$ cat config.mk
export PLATFORM = sky130hd
export DESIGN_NAME = hps_pio_bank_flat
export DESIGN_NICKNAME = d
export VERILOG_FILES = /design/src/rtl/hps_pio_bank_if.sv /design/src/rtl/hps_pio_bank.sv /design/src/flat_wrapper.sv
export SDC_FILE = /design/constraint.sdc
export NUM_CORES = 1
export LEC_CHECK = 0
export CORE_MARGIN = 4
export CORE_UTILIZATION = 55
export DETAILED_ROUTE_END_ITERATION = 10
export PLACE_DENSITY_LB_ADDON = 0.25
export SLEW_MARGIN = 5
export SYNTH_ARGS = -nofsm -noshare
export SYNTH_HDL_FRONTEND = slang
export SYNTH_SLANG_ARGS = --single-unit
$ cat constraint.sdc
create_clock -name clk -period 26.3 [get_ports clk]
set_input_delay 3.945 -clock clk [delete_from_list [all_inputs] [get_ports clk]]
set_output_delay 3.945 -clock clk [all_outputs]
set_load 0.02 [all_outputs]
$ cat src/rtl/hps_pio_bank_if.sv
// Avalon-MM slave bus bundle for hps_pio_bank.
// Signals: avs_address (word address), avs_read / avs_write (strobes),
// avs_writedata (32-bit write data), avs_readdata (32-bit read data,
// valid one cycle after avs_read). No waitrequest, no byteenable.
interface hps_pio_bank_if;
  logic [2:0]  avs_address;
  logic        avs_read;
  logic        avs_write;
  logic [31:0] avs_writedata;
  logic [31:0] avs_readdata;

  modport master (
    output avs_address, avs_read, avs_write, avs_writedata,
    input  avs_readdata
  );

  modport slave (
    input  avs_address, avs_read, avs_write, avs_writedata,
    output avs_readdata
  );
endinterface

$ cat src/rtl/hps_pio_bank.sv
// HPS lightweight-bridge PIO bank: debounced inputs with edge capture and a
// maskable level interrupt, plus an output register with atomic set/clear.
// Ports:
//   clk      system clock
//   reset    asynchronous, active-high reset
//   avs      Avalon-MM slave bus (hps_pio_bank_if.slave)
//   pio_in   raw asynchronous input pins (N_IN)
//   pio_out  registered output pins (N_OUT)
//   irq      registered level interrupt, |(capture & mask)
// Register map (word address): 0 DATA_IN, 1 DATA_OUT, 2 SET, 3 CLR,
// 4 CAPTURE (W1C), 5 MASK, 6 EDGE_EN {fall[15:0], rise[15:0]}, 7 ID.
module hps_pio_bank #(
  parameter int              N_IN      = 10,
  parameter int              N_OUT     = 10,
  parameter int              DEBOUNCE  = 1000000,
  parameter logic [N_OUT-1:0] OUT_RESET = '0
) (
  input  logic             clk,
  input  logic             reset,
  hps_pio_bank_if.slave    avs,
  input  logic [N_IN-1:0]  pio_in,
  output logic [N_OUT-1:0] pio_out,
  output logic             irq
);
  localparam int             CW      = $clog2(DEBOUNCE + 1);
  localparam logic [CW-1:0]  CNT_MAX = CW'(DEBOUNCE - 1);
  // EDGE_EN only has 16 bits per polarity, so channels beyond 15 have no
  // enable bits of their own.
  localparam int             NE      = (N_IN < 16) ? N_IN : 16;

  logic [N_IN-1:0]  sync1_q, sync2_q;
  logic [N_IN-1:0]  deb_q, deb_d;
  logic [CW-1:0]    cnt_q [N_IN];
  logic [CW-1:0]    cnt_d [N_IN];
  logic [N_IN-1:0]  capture_q, capture_d;
  logic [N_IN-1:0]  mask_q, mask_d;
  logic [NE-1:0]    rise_en_q, rise_en_d;
  logic [NE-1:0]    fall_en_q, fall_en_d;
  logic [N_OUT-1:0] out_q, out_d;
  logic [31:0]      rdata_q, rdata_d;
  logic             irq_q;

  logic [N_IN-1:0]  rise_en_full, fall_en_full;
  logic [N_IN-1:0]  set_cap, cap_clr;
  logic [31:0]      wdata;
  logic             wr;
  logic [2:0]       addr;

  // Collects bus bits that no register consumes for narrow configurations.
  logic unused_wdata;
  assign unused_wdata = ^avs.avs_writedata;

  assign wdata = avs.avs_writedata;
  assign wr    = avs.avs_write;
  assign addr  = avs.avs_address;

  always_comb begin
    deb_d = deb_q;
    for (int i = 0; i < N_IN; i++) begin
      cnt_d[i] = '0;
      if (sync2_q[i] != deb_q[i]) begin
        if (cnt_q[i] == CNT_MAX) deb_d[i] = sync2_q[i];
        else                     cnt_d[i] = cnt_q[i] + CW'(1);
      end
    end

    // Channels above 15 always capture rising edges and never falling ones.
    rise_en_full = '1;
    fall_en_full = '0;
    for (int i = 0; i < NE; i++) begin
      rise_en_full[i] = rise_en_q[i];
      fall_en_full[i] = fall_en_q[i];
    end

    set_cap = (deb_d & ~deb_q & rise_en_full) | (~deb_d & deb_q & fall_en_full);
    cap_clr = (wr && addr == 3'd4) ? wdata[N_IN-1:0] : '0;
    // A new edge wins over a simultaneous software clear.
    capture_d = (capture_q & ~cap_clr) | set_cap;

    out_d     = out_q;
    mask_d    = mask_q;
    rise_en_d = rise_en_q;
    fall_en_d = fall_en_q;
    if (wr) begin
      case (addr)
        3'd1: out_d = wdata[N_OUT-1:0];
        3'd2: out_d = out_q | wdata[N_OUT-1:0];
        3'd3: out_d = out_q & ~wdata[N_OUT-1:0];
        3'd5: mask_d = wdata[N_IN-1:0];
        3'd6: begin
          rise_en_d = wdata[NE-1:0];
          fall_en_d = wdata[NE+15:16];
        end
        default: ;
      endcase
    end

    // Read mux sees pre-write register values.
    rdata_d = rdata_q;
    if (avs.avs_read) begin
      case (addr)
        3'd0:    rdata_d = 32'(deb_q);
        3'd1:    rdata_d = 32'(out_q);
        3'd4:    rdata_d = 32'(capture_q);
        3'd5:    rdata_d = 32'(mask_q);
        3'd6:    rdata_d = {16'(fall_en_q), 16'(rise_en_q)};
        3'd7:    rdata_d = {8'(N_IN), 8'(N_OUT), 16'h0002};
        default: rdata_d = '0;
      endcase
    end
  end

  always_ff @(posedge clk or posedge reset) begin
    if (reset) begin
      sync1_q   <= '0;
      sync2_q   <= '0;
      deb_q     <= '0;
      for (int i = 0; i < N_IN; i++) cnt_q[i] <= '0;
      capture_q <= '0;
      mask_q    <= '0;
      rise_en_q <= '0;
      fall_en_q <= '0;
      out_q     <= OUT_RESET;
      rdata_q   <= '0;
      irq_q     <= 1'b0;
    end else begin
      sync1_q   <= pio_in;
      sync2_q   <= sync1_q;
      deb_q     <= deb_d;
      for (int i = 0; i < N_IN; i++) cnt_q[i] <= cnt_d[i];
      capture_q <= capture_d;
      mask_q    <= mask_d;
      rise_en_q <= rise_en_d;
      fall_en_q <= fall_en_d;
      out_q     <= out_d;
      rdata_q   <= rdata_d;
      irq_q     <= |(capture_q & mask_q);
    end
  end

  assign avs.avs_readdata = rdata_q;
  assign pio_out          = out_q;
  assign irq              = irq_q;
endmodule

$ cat src/flat_wrapper.sv
// flat-port wrapper written by rule: the top's interface ports become plain ports
module hps_pio_bank_flat 
#(
  parameter int              N_IN      = 10,
  parameter int              N_OUT     = 10,
  parameter int              DEBOUNCE  = 1000000,
  parameter logic [N_OUT-1:0] OUT_RESET = '0
)
  (clk, reset, pio_in, pio_out, irq, avs_avs_address, avs_avs_read, avs_avs_write, avs_avs_writedata, avs_avs_readdata);
  hps_pio_bank_if avs_i ();
  input  logic clk;
  input  logic reset;
  input  logic [N_IN-1:0] pio_in;
  output logic [N_OUT-1:0] pio_out;
  output logic irq;
  input wire logic [$bits(avs_i.avs_address)-1:0] avs_avs_address;
  input wire logic [$bits(avs_i.avs_read)-1:0] avs_avs_read;
  input wire logic [$bits(avs_i.avs_write)-1:0] avs_avs_write;
  input wire logic [$bits(avs_i.avs_writedata)-1:0] avs_avs_writedata;
  output wire logic [$bits(avs_i.avs_readdata)-1:0] avs_avs_readdata;
  assign avs_i.avs_address = avs_avs_address;
  assign avs_i.avs_read = avs_avs_read;
  assign avs_i.avs_write = avs_avs_write;
  assign avs_i.avs_writedata = avs_avs_writedata;
  assign avs_avs_readdata = avs_i.avs_readdata;
  hps_pio_bank #(.N_IN(N_IN), .N_OUT(N_OUT), .DEBOUNCE(DEBOUNCE), .OUT_RESET(OUT_RESET)) u_core (.clk(clk), .reset(reset), .avs(avs_i), .pio_in(pio_in), .pio_out(pio_out), .irq(irq));
endmodule
==> key figures, run 1 <==
Logic synthesis
  – Synth Warn #: 0
  – Synthesized cell area: around 15,000 um2
  – Number of enable flip-flop cells after synthesis: 0
  – Register area share after synthesis: approximately half
  – Synthesized instance count: around 1,500
  – Largest family of logic cells by synthesized area: simple AND/OR/NAND/NOR gates
  – Mux cell area share after synthesis: 4.68%
  – Synth Area in Compound Gates: 9.00%
  – XOR/XNOR share of the synthesized area: between 7 and 8%
  – Simple-gate portion of the synthesized area: between 20% and 30%
  – Synth Area in Adders: less than 1%
  – Ys async rst share: 100%
  – Synthesized flop and latch total: 302
  – Top FF cell, synth: dfrtp_1
  – Cell variety after synth: 57
  – Syn avg cell area: 10.0 um2

Critical path
  – Worst Setup Start Kind: primary input
  – Worst Path Arrival: 6940 ps
  – Critical Path RT: 26,790 ps
  – CP Capture Type: async pin
  – Critical setup path kind: in -> async
  – CP Max Fanout: between 100 and 150

Clock tree
  – CTS tree: done
  – CTS resizes: 0
  – Clock buffer depth: 3
  – CTS root buf: clkbuf_16
  – H-Tree Depth: 2
  – Worst skew pair latency: just over 500 ps
  – Post-CTS setup buffer count: 0
  – Cts hold-fix bufs: 0
  – Worst-path clk slew: around 60 ps
  – CTS Buf Count: 34
  – CTS sink cnt: around 300

Final layout
  – Register area: 7560 um2
  – Area of the multi-input gates: approximately 6600 um2
  – Fin cells: between 1,500 and 2,000
  – Layout area overhead: 14.5%
  – Filler cells: 2,074
  – Share of cells above drive strength 1: 10.9%
  – Nets: 1,579

Pwr
  – Sw frac: 23.4%
  – Comb power frac: 8.2%
  – Pleak: about 6.8 nW
  – Power per Cell Area: around 64 nW/um2
  – Max VDD drop: 0.0638 mV
  – Net Sw Power: approximately 0.25 mW
  – Sequential fraction of design power: 47.6%
  – Clock power frac: 44.2%
  – P_int: 0.819 mW

GRT
  – First-pass GRT wire length: approximately 52 mm
  – Met3 Track Usage GR: 3.93%
  – M1 GR Usage: between 30% and 40%
  – Remaining Overflow, GRT: 0
  – Antenna violations before repair: 5
  – Met2 GRT Util: between 30% and 40%
  – Largest net degree at the start of global routing: between 100 and 150
  – Gr busiest metal: met2
  – Total Routing Usage GR: between 20% and 30%
  – Vias in the first global route: 10,500

Status
  – Run status: completed

Floorplanning
  – Core area: ~26,000 um2
  – # IOs: slightly above 90
  – Die W: 171 um
  – Initial Utilization: between 50% and 60%
  – Die Ht: 171 um
  – Row cnt: 59
  – Die area: 29,300 um2

Place
  – Dpl cells: roughly 1,800
  – PortBufs: between 60 and 70
  – Post-detail-place hpwl: ~20 mm
  – Gpl congestion: ~0.85

Min path
  – Hold WC Path Type: reg -> reg

Timing
  – Pins over their slew limit: 0
  – Max Fclk: about 160 MHz
  – Hold_ws: 344 ps
  – RSZ-0062 raised after global routing: false
  – # setup viols final: 0
  – Fin Setup TNS: 0 ps
  – Fin. Hold Viols: 0
  – Slew headroom: 14.7%
  – Crit share post-route: approximately 25%
  – Skew final: around 13 ps
  – Slew @ Worst Pin: around 1300 ps
  – Fin crit period: about 6400 ps

Flow run
  – Max Cap Viol: 0

Routing
  – Via count: between 10,000 and 15,000
  – DRT iter0 DRCs: approximately 820
  – DR WL/cell: between 15 and 20 um
  – Via-to-Cell Ratio: slightly below 6
  – Routed wire length: 30.9 mm
  – DRC Markers: 0
  – Initial DRT Pass Iterations: 5
  – Detail Route Antenna Nets: 0
registers in the layout (all words and copies together) (netlist names), 10 cells and up:
register,cells
u_core.avs.avs_readdata,21
u_core.capture_q,10
u_core.cnt_q,200
u_core.deb_q,10
u_core.fall_en_full,10
u_core.mask_q,10
u_core.pio_out,10
u_core.rise_en_full,10
u_core.sync1_q,10
u_core.sync2_q,10
metrics by stage:
| step | setup slack (ps) | power (mW) | util, % | area, um2 |
|---|---|---|---|---|
| after floorplan | 14010 | 0.567 | - | 14700 |
| after global placement | 19040 | 0.603 | 59.9 | 15600 |
| after detailed placement | 19040 | 0.606 | 59.9 | 15600 |
| after CTS | 19580 | 1.08 | 64.2 | 16800 |
| after global routing | 19240 | 1.11 | 64.2 | 16800 |
| final | 19850 | 1.07 | 64.2 | 16800 |
cell usage in the layout, fill, tap and decap left out, types with 16 or more instances in the layout:
master	count
nand4_1	43
xnor2_1	69
nand3_1	82
mux2_2	50
clkdlybuf4s50_1	68
clkbuf_16	37
o31ai_1	24
nand2_1	98
buf_4	16
nor4_1	29
or3_1	31
nor3_1	29
or4_1	31
a21oi_1	62
and3_1	21
nor2_1	158
inv_1	63
dfrtp_1	302
o21ai_0	59
xor2_1	58
final cells by class:
type	count	area share [%]
flip-flops and latches	302	45.0
multi-input cells	1034	39.5
clock buffers	51	6.19
repair buffers	84	4.77
well taps	335	2.50
inverters	64	1.48
clock inverters	7	0.537
diodes	2	0.0298
cell families (layout without fill, tap and decap cells):
kind of cell	Yosys count	after routing
buffers and inverters	133	206
AND/OR/NAND/NOR	620	620
multiplexers	56	56
XOR/XNOR	127	127
flip-flops	302	302
AO/OA/AOI/OAI	210	210
other	1	13
adder cells (fa/ha/maj)	10	10
worst max-delay path, stage by stage:
cell	delay, ps
clkdlybuf4s50_1	490
inv_8	610
buf_4	920
buf_4	910
power by group through the flow:
stage	registers, mW	logic [mW]	clock network, mW
detailed placement	0.517	0.0891	0
global route	0.512	0.0974	0.504
floorplan	0.517	0.0501	0
global placement	0.516	0.0875	0
CTS	0.509	0.0896	0.484
finish	0.509	0.0881	0.473
path summary, 6_finish.rpt:
path	endpoint	depth (start not counted)	startpoint	slack [ps]
worst max-delay path	u_core.cnt_q[67]	4	reset	19850
worst min-delay path	u_core.sync2_q[3]	0	u_core.sync1_q[3]	340
worst max register to register	u_core.cnt_q[11]	4	u_core.cnt_q[11]	23890
worst min register to register	u_core.sync2_q[3]	0	u_core.sync1_q[3]	340
max in group clk	u_core.fall_en_full[7]	6	avs_avs_address[1]	20540
min in group asynchronous	u_core.cnt_q[165]	2	reset	4000
routing by layer:
layer  routed length, um  share of wire, %
met5                  39              0.13
met2               14300                46
met4                 802               2.6
met1               14000                45
met3                1720               5.6
cells in the mapped netlist, types with 29 or more instances:
cell type  instances  area [um2]
dfrtp_1          302        7560
nor2_1           158         593
nand2_1           98         368
nand3_1           82         410
xnor2_1           69         604
inv_1             64         240
a21oi_1           62         310
o21ai_0           60         300
xor2_1            58         508
mux2_2            50         563
clkbuf_1          44         165
nand4_1           43         269
or3_1             31         194
or4_1             31         233
nor3_1            29         145
nor4_1            29         181
(Power assumes the default switching activity.)
==> run 2: changes to the inputs <==
==> constraint.sdc (replaced) <==
create_clock -name clk -period 6.4 [get_ports clk]
set_input_delay 0.96 -clock clk [delete_from_list [all_inputs] [get_ports clk]]
set_output_delay 0.96 -clock clk [all_outputs]
set_load 0.02 [all_outputs]
==> run 2 against run 1 <==
Die area did not move. Wire length rose by 1.8%. Sequential share of layout area fell by 0.18 points. Setup slack got worse by 17000 ps. Clock power rose to 4.3 times the previous value. Hold slack improved by 0.82 ps.
==> key figures, run 2 (synthesis gave the netlist of run 1 again) <==
Clock tree
  – CTS Buf Count: 35 (+2.9%)
  – Post-CTS setup buffer count: 0 (unchanged)
  – CTS resizes: 0 (unchanged)
  – Cts hold-fix bufs: 0 (unchanged)
  – Worst skew pair latency: 510 ps (about the same)
  – CTS sink cnt: 302 (unchanged)
  – H-Tree Depth: 2 (unchanged)
  – CTS tree: done
  – Worst-path clk slew: 60 ps (about the same)
  – Clock buffer depth: 3 (unchanged)
  – CTS root buf: clkbuf_16

GRT
  – First-pass GRT wire length: 53.3 mm (+2.3%)
  – Vias in the first global route: 11,000 (+4.4%)
  – Largest net degree at the start of global routing: 183 (+29%)
  – Total Routing Usage GR: 21.7% (+0.41 points)
  – Antenna violations before repair: 1 (-4)
  – Remaining Overflow, GRT: 0 (unchanged)

Critical path
  – Worst Path Arrival: 3930 ps (-3010 ps)
  – CP Capture Type: flop
  – Worst r2r path cells: 6 (+2)
  – Reg2reg setup slack: 4050 ps (-19,840 ps)
  – Worst Setup Start Kind: primary input
  – CP Max Fanout: 29 (-79%)
  – Critical Path RT: 6770 ps (-20,020 ps)
  – Critical setup path kind: in -> reg

Final layout
  – Nets: 1,578 (-0.063%)
  – Most flop-heavy register: u_core.cnt_q
  – Commonest non-fill, non-tap cell in the layout: dfrtp_1
  – Largest register FFs: 200 (unchanged)
  – N_diodes: 0 (-2)
  – Layout area overhead: 15.0%
  – Share of cells above drive strength 1: 11.2% (+0.32 points)
  – Most used cells in the layout excluding fill and tap cells: 302 x dfrtp_1, 158 x nor2_1, 98 x nand2_1

Timing
  – Slew headroom: 18.0% (+3.3 points)
  – Fin. Hold Viols: 0 (unchanged)
  – # setup viols final: 0 (unchanged)
  – Pins over their slew limit: 0 (unchanged)
  – Fin Setup TNS: 0 ps (unchanged)
  – Crit share post-route: between 50% and 60%
  – Skew final: 18.5 ps (+5.07 ps)
  – Fin crit period: around 3600 ps
  – Max Fclk: between 200 and 300 MHz
  – Slew @ Worst Pin: 1230 ps (-43.9 ps)
  – RSZ-0062 raised after global routing: false

Routing
  – Via-to-Cell Ratio: 5.89 (+0.32%)
  – Initial DRT Pass Iterations: 7 (+2)
  – Detail Route Antenna Nets: 0 (unchanged)
  – DR WL/cell: 16.7 um (+1.8%)
  – Routed wire length: 31.4 mm (+1.8%)
  – Via count: 11,100 (+0.26%)
  – DRC Markers: 0 (unchanged)
  – DRT iter0 DRCs: 821 (+0.74%)

Place
  – PortBufs: 68 (unchanged)
  – Post-detail-place hpwl: 20.8 mm (+1.9%)
  – Gpl congestion: 0.835 (-1.3%)

Pwr
  – Power per Cell Area: 266 nW/um2 (+320%)
  – Net Sw Power: 1.05 mW (+320%)
  – Sw frac: 23.5% (+0.079 points)
  – Sequential fraction of design power: 46.7% (-0.9 points)
  – Max VDD drop: 0.227 mV (+260%)
  – Post-layout power: 4.48 mW (+320%)
  – P_int: 3.43 mW (+320%)
  – Clock power frac: 45.2% (+1.0 points)
  – Comb power frac: 8.1% (about the same)
  – Pleak: 6.82 nW (+0.46%)

Status
  – Run status: completed

Floorplanning
  – Core area: 26,100 um2 (unchanged)
  – Initial Utilization: 56.1% (unchanged)
  – Die Ht: 171 um (unchanged)
  – Die area: 29,300 um2 (unchanged)
  – Die W: 171 um (unchanged)
  – Row cnt: 59 (unchanged)
  – # IOs: 92 (unchanged)

Min path
  – WHS Path Cells: 0 (unchanged)
  – Hold WC Path Type: reg -> reg

Flow run
  – Max Cap Viol: 0 (unchanged)
## run 2: cell count changes in the layout (fill, tap and decap cells not counted), sizes merged
cell / before / now
clkbuf: 51 / 48
clkinv: 3 / 6
buf: 16 / 14
clkinvlp: 2 / 3
diode: 2 / 0
inv: 64 / 65
bufinv: 2 / 3
## run 2: layer usage
layer	track usage [%]	up-vias	routed length, um
li1	-	5323	-
met1	30.5	5450	14100
met2	35.4	236	15000
met3	3.33	55	1500
met4	6.44	2	820
met5	0	-	20
## run 2: power by group through the flow
stage / Sequential, mW / Clock [mW] / Combinational (mW)
6_report: 2.09 / 2.03 / 0.363
2_1_floorplan: 2.12 / 0 / 0.206
3_5_place_dp: 2.12 / 0 / 0.367
5_1_grt: 2.10 / 2.15 / 0.400
3_3_place_gp: 2.12 / 0 / 0.359
4_1_cts: 2.09 / 2.08 / 0.368
## run 2: per-stage QoR
step	std cells	hold slack (ps)	setup slack [ps]	cell area, um2	util, %
after global placement	1817	336	2350	15700	59.9
after floorplan	1469	331	1420	14700	-
final	1878	345	2840	16800	64.5
after global routing	1878	351	2630	16800	64.5
after detailed placement	1817	336	2330	15700	59.9
after CTS	1878	351	2840	16800	64.5
## run 2: cell type report
cell class	instances	area (um2)
clock buffer	48	1040
clock inverter	13	156
fill	2045	9280
inverter	64	244
multi-input combinational	1034	6620
sequential	302	7560
tap	335	419
timing repair buffer	82	811
## run 2: worst max-delay path, stage by stage
cell	delay, ps
clkdlybuf4s50_1	1200
nand3_1	1140
mux2_2	610
## run 2: path summary, 6_finish.rpt
kind,startpoint,to
setup / recovery,avs_avs_address[2],u_core.fall_en_full[3]
min in group asynchronous,reset,u_core.sync1_q[2]
max in group asynchronous,reset,u_core.cnt_q[24]
setup reg to reg,u_core.cnt_q[180],u_core.cnt_q[188]
hold / removal,u_core.sync1_q[8],u_core.sync2_q[8]
hold reg to reg,u_core.sync1_q[8],u_core.sync2_q[8]
==> RTL change: new RTL, settings of run 2 <==
Register the output `pio_out` once more; this adds one clock of latency there. The other outputs are not delayed to match. Comments in the files are not updated.
--- a/src/rtl/hps_pio_bank.sv
+++ b/src/rtl/hps_pio_bank.sv
@@ -139,7 +139,9 @@
   end
 
   assign avs.avs_readdata = rdata_q;
-  assign pio_out          = out_q;
+  always_ff @(posedge clk) begin
+    pio_out <= out_q;
+  end
   assign irq              = irq_q;
 endmodule
 
Check against the original RTL: not equivalent (Yosys sat finds a counterexample within 4 cycles, from zero or initial values and one cycle with reset high).
==> RTL change against run 2 <==
Area after synthesis is 0.26% higher. Clock skew decreased by 0.011 ns. Count of clock-buffer cells in the layout shrank 10. Design area down 0.66%. Total power shrank 3.4%. Core utilization decreased by 0.61 points. Sequential cell count up 10. Sequential share of layout area is 1.5 points higher. Cell count down 1.2%. Via count decreased by 1.3%. Clock power is 9% lower. Die area rose by 0.26%. Wire length decreased by 1.0%. Setup slack got worse by 0.12 ns. Critical path type unchanged. Largest cell class unchanged.
==> RTL change: results (changes against run 2) <==
* DR top layer: met4
* Share of cells above drive strength 1 at 9.34% (-1.9 points)
* Hpwl dp at 20,100 um (-3.4%)
* Antenna violations before repair at 0 (-1)
* Nets@finish at 1,557 (-1.3%)
* Flop+latch power at 2.16 mW (+3%)
* GRT Total Usage at 21.3% (-0.39 points)
* Drt pass-1 iters at 5 (-2)
* Worst-Skew Late Latency at 0.55 ns (+0.04 ns)
* WL final at 31,100 um (-1.0%)
* Routed vias/inst at 5.88 (-0.13%)
* Largest net degree at the start of global routing at 162 (-11%)
* Post-DR wirelength/cell at 16.7 um (+0.15%)
* Fillers at 2,104 (+2.9%)
* M2 GR Usage at 34.6% (-0.84 points)
* Routed wire length on met2 at 14,600 um (-2.6%)
* Outcome: complete, no violations
* Max FO, Critical Path at 24 (-17%)
* Cell family with most CP delay: simple AND/OR/NAND/NOR gates
* First-pass GRT wire length at 52,500 um (-1.6%)
* XOR/XNOR Fraction of Synth Area at 8.17% (+0.58 points)
* Worst Reg-to-Reg Cells at 5 (-1)
* Reg2reg start: u_core.cnt_q[42]
* Mean post-synth cell area at 10.2 um2 (+1.9%)
* RR Endpoint: u_core.cnt_q[52]
* Met1 usage at 30.5% (about the same)
* Met3 WL at 1260 um (-16%)
* Hold slack at 0.348 ns (+0.00381 ns)
* Synth top area cells: dfrtp_1, nor2_1, xnor2_1
* Fraction of registers with async set or reset after synthesis at 96.8% (-3.2 points)
* Static Leak at 6.75 nW (-0.93%)
* Comb pwr share at 7.7% (-0.4 points)
* Placed Cells at 1,800 (-0.94%)
* Switch Pwr at 1.03 mW (-1.9%)
* TritonCTS Buffers at 31 (-11%)
* Vias in the first global route at 10,600 (-3.1%)
* Hold Crit Endpoint: u_core.sync2_q[1]
* DRT iter0 DRCs at 856 (+4.3%)
* Synth top cells by count: dfrtp_1, nor2_1, nand3_1
* Post-synthesis adder-cell area fraction at 0.852% (-0.0023 points)
* Netlist cell types at 62 (+8.8%)
==> RTL change: worst max-delay path by stage <==
| stage | from | cells past startpoint | to | slack [ns] |
|---|---|---|---|---|
| 4_1_cts | avs_avs_address[2] | 6 | u_core.fall_en_full[4] | 2.74 |
| 6_report | avs_avs_address[2] | 6 | u_core.fall_en_full[4] | 2.72 |
| 2_1_floorplan | reset | 1 | u_core.avs.avs_readdata[0] | 1.42 |
| 3_5_place_dp | avs_avs_address[2] | 6 | u_core.rise_en_full[8] | 2.19 |
| 3_3_place_gp | avs_avs_address[2] | 6 | u_core.fall_en_full[1] | 2.19 |
| 5_1_grt | avs_avs_address[2] | 6 | u_core.fall_en_full[4] | 2.58 |
==> RTL change: cell type report <==
cell class	instances	area, um2	share of cell area [%]
repair buffers	82	806	4.81
flip-flops and latches	312	7760	46.3
well taps	335	419	2.50
multi-input cells	1028	6560	39.2
clock buffers	38	822	4.91
inverters	43	165	0.987
clock inverters	18	208	1.24
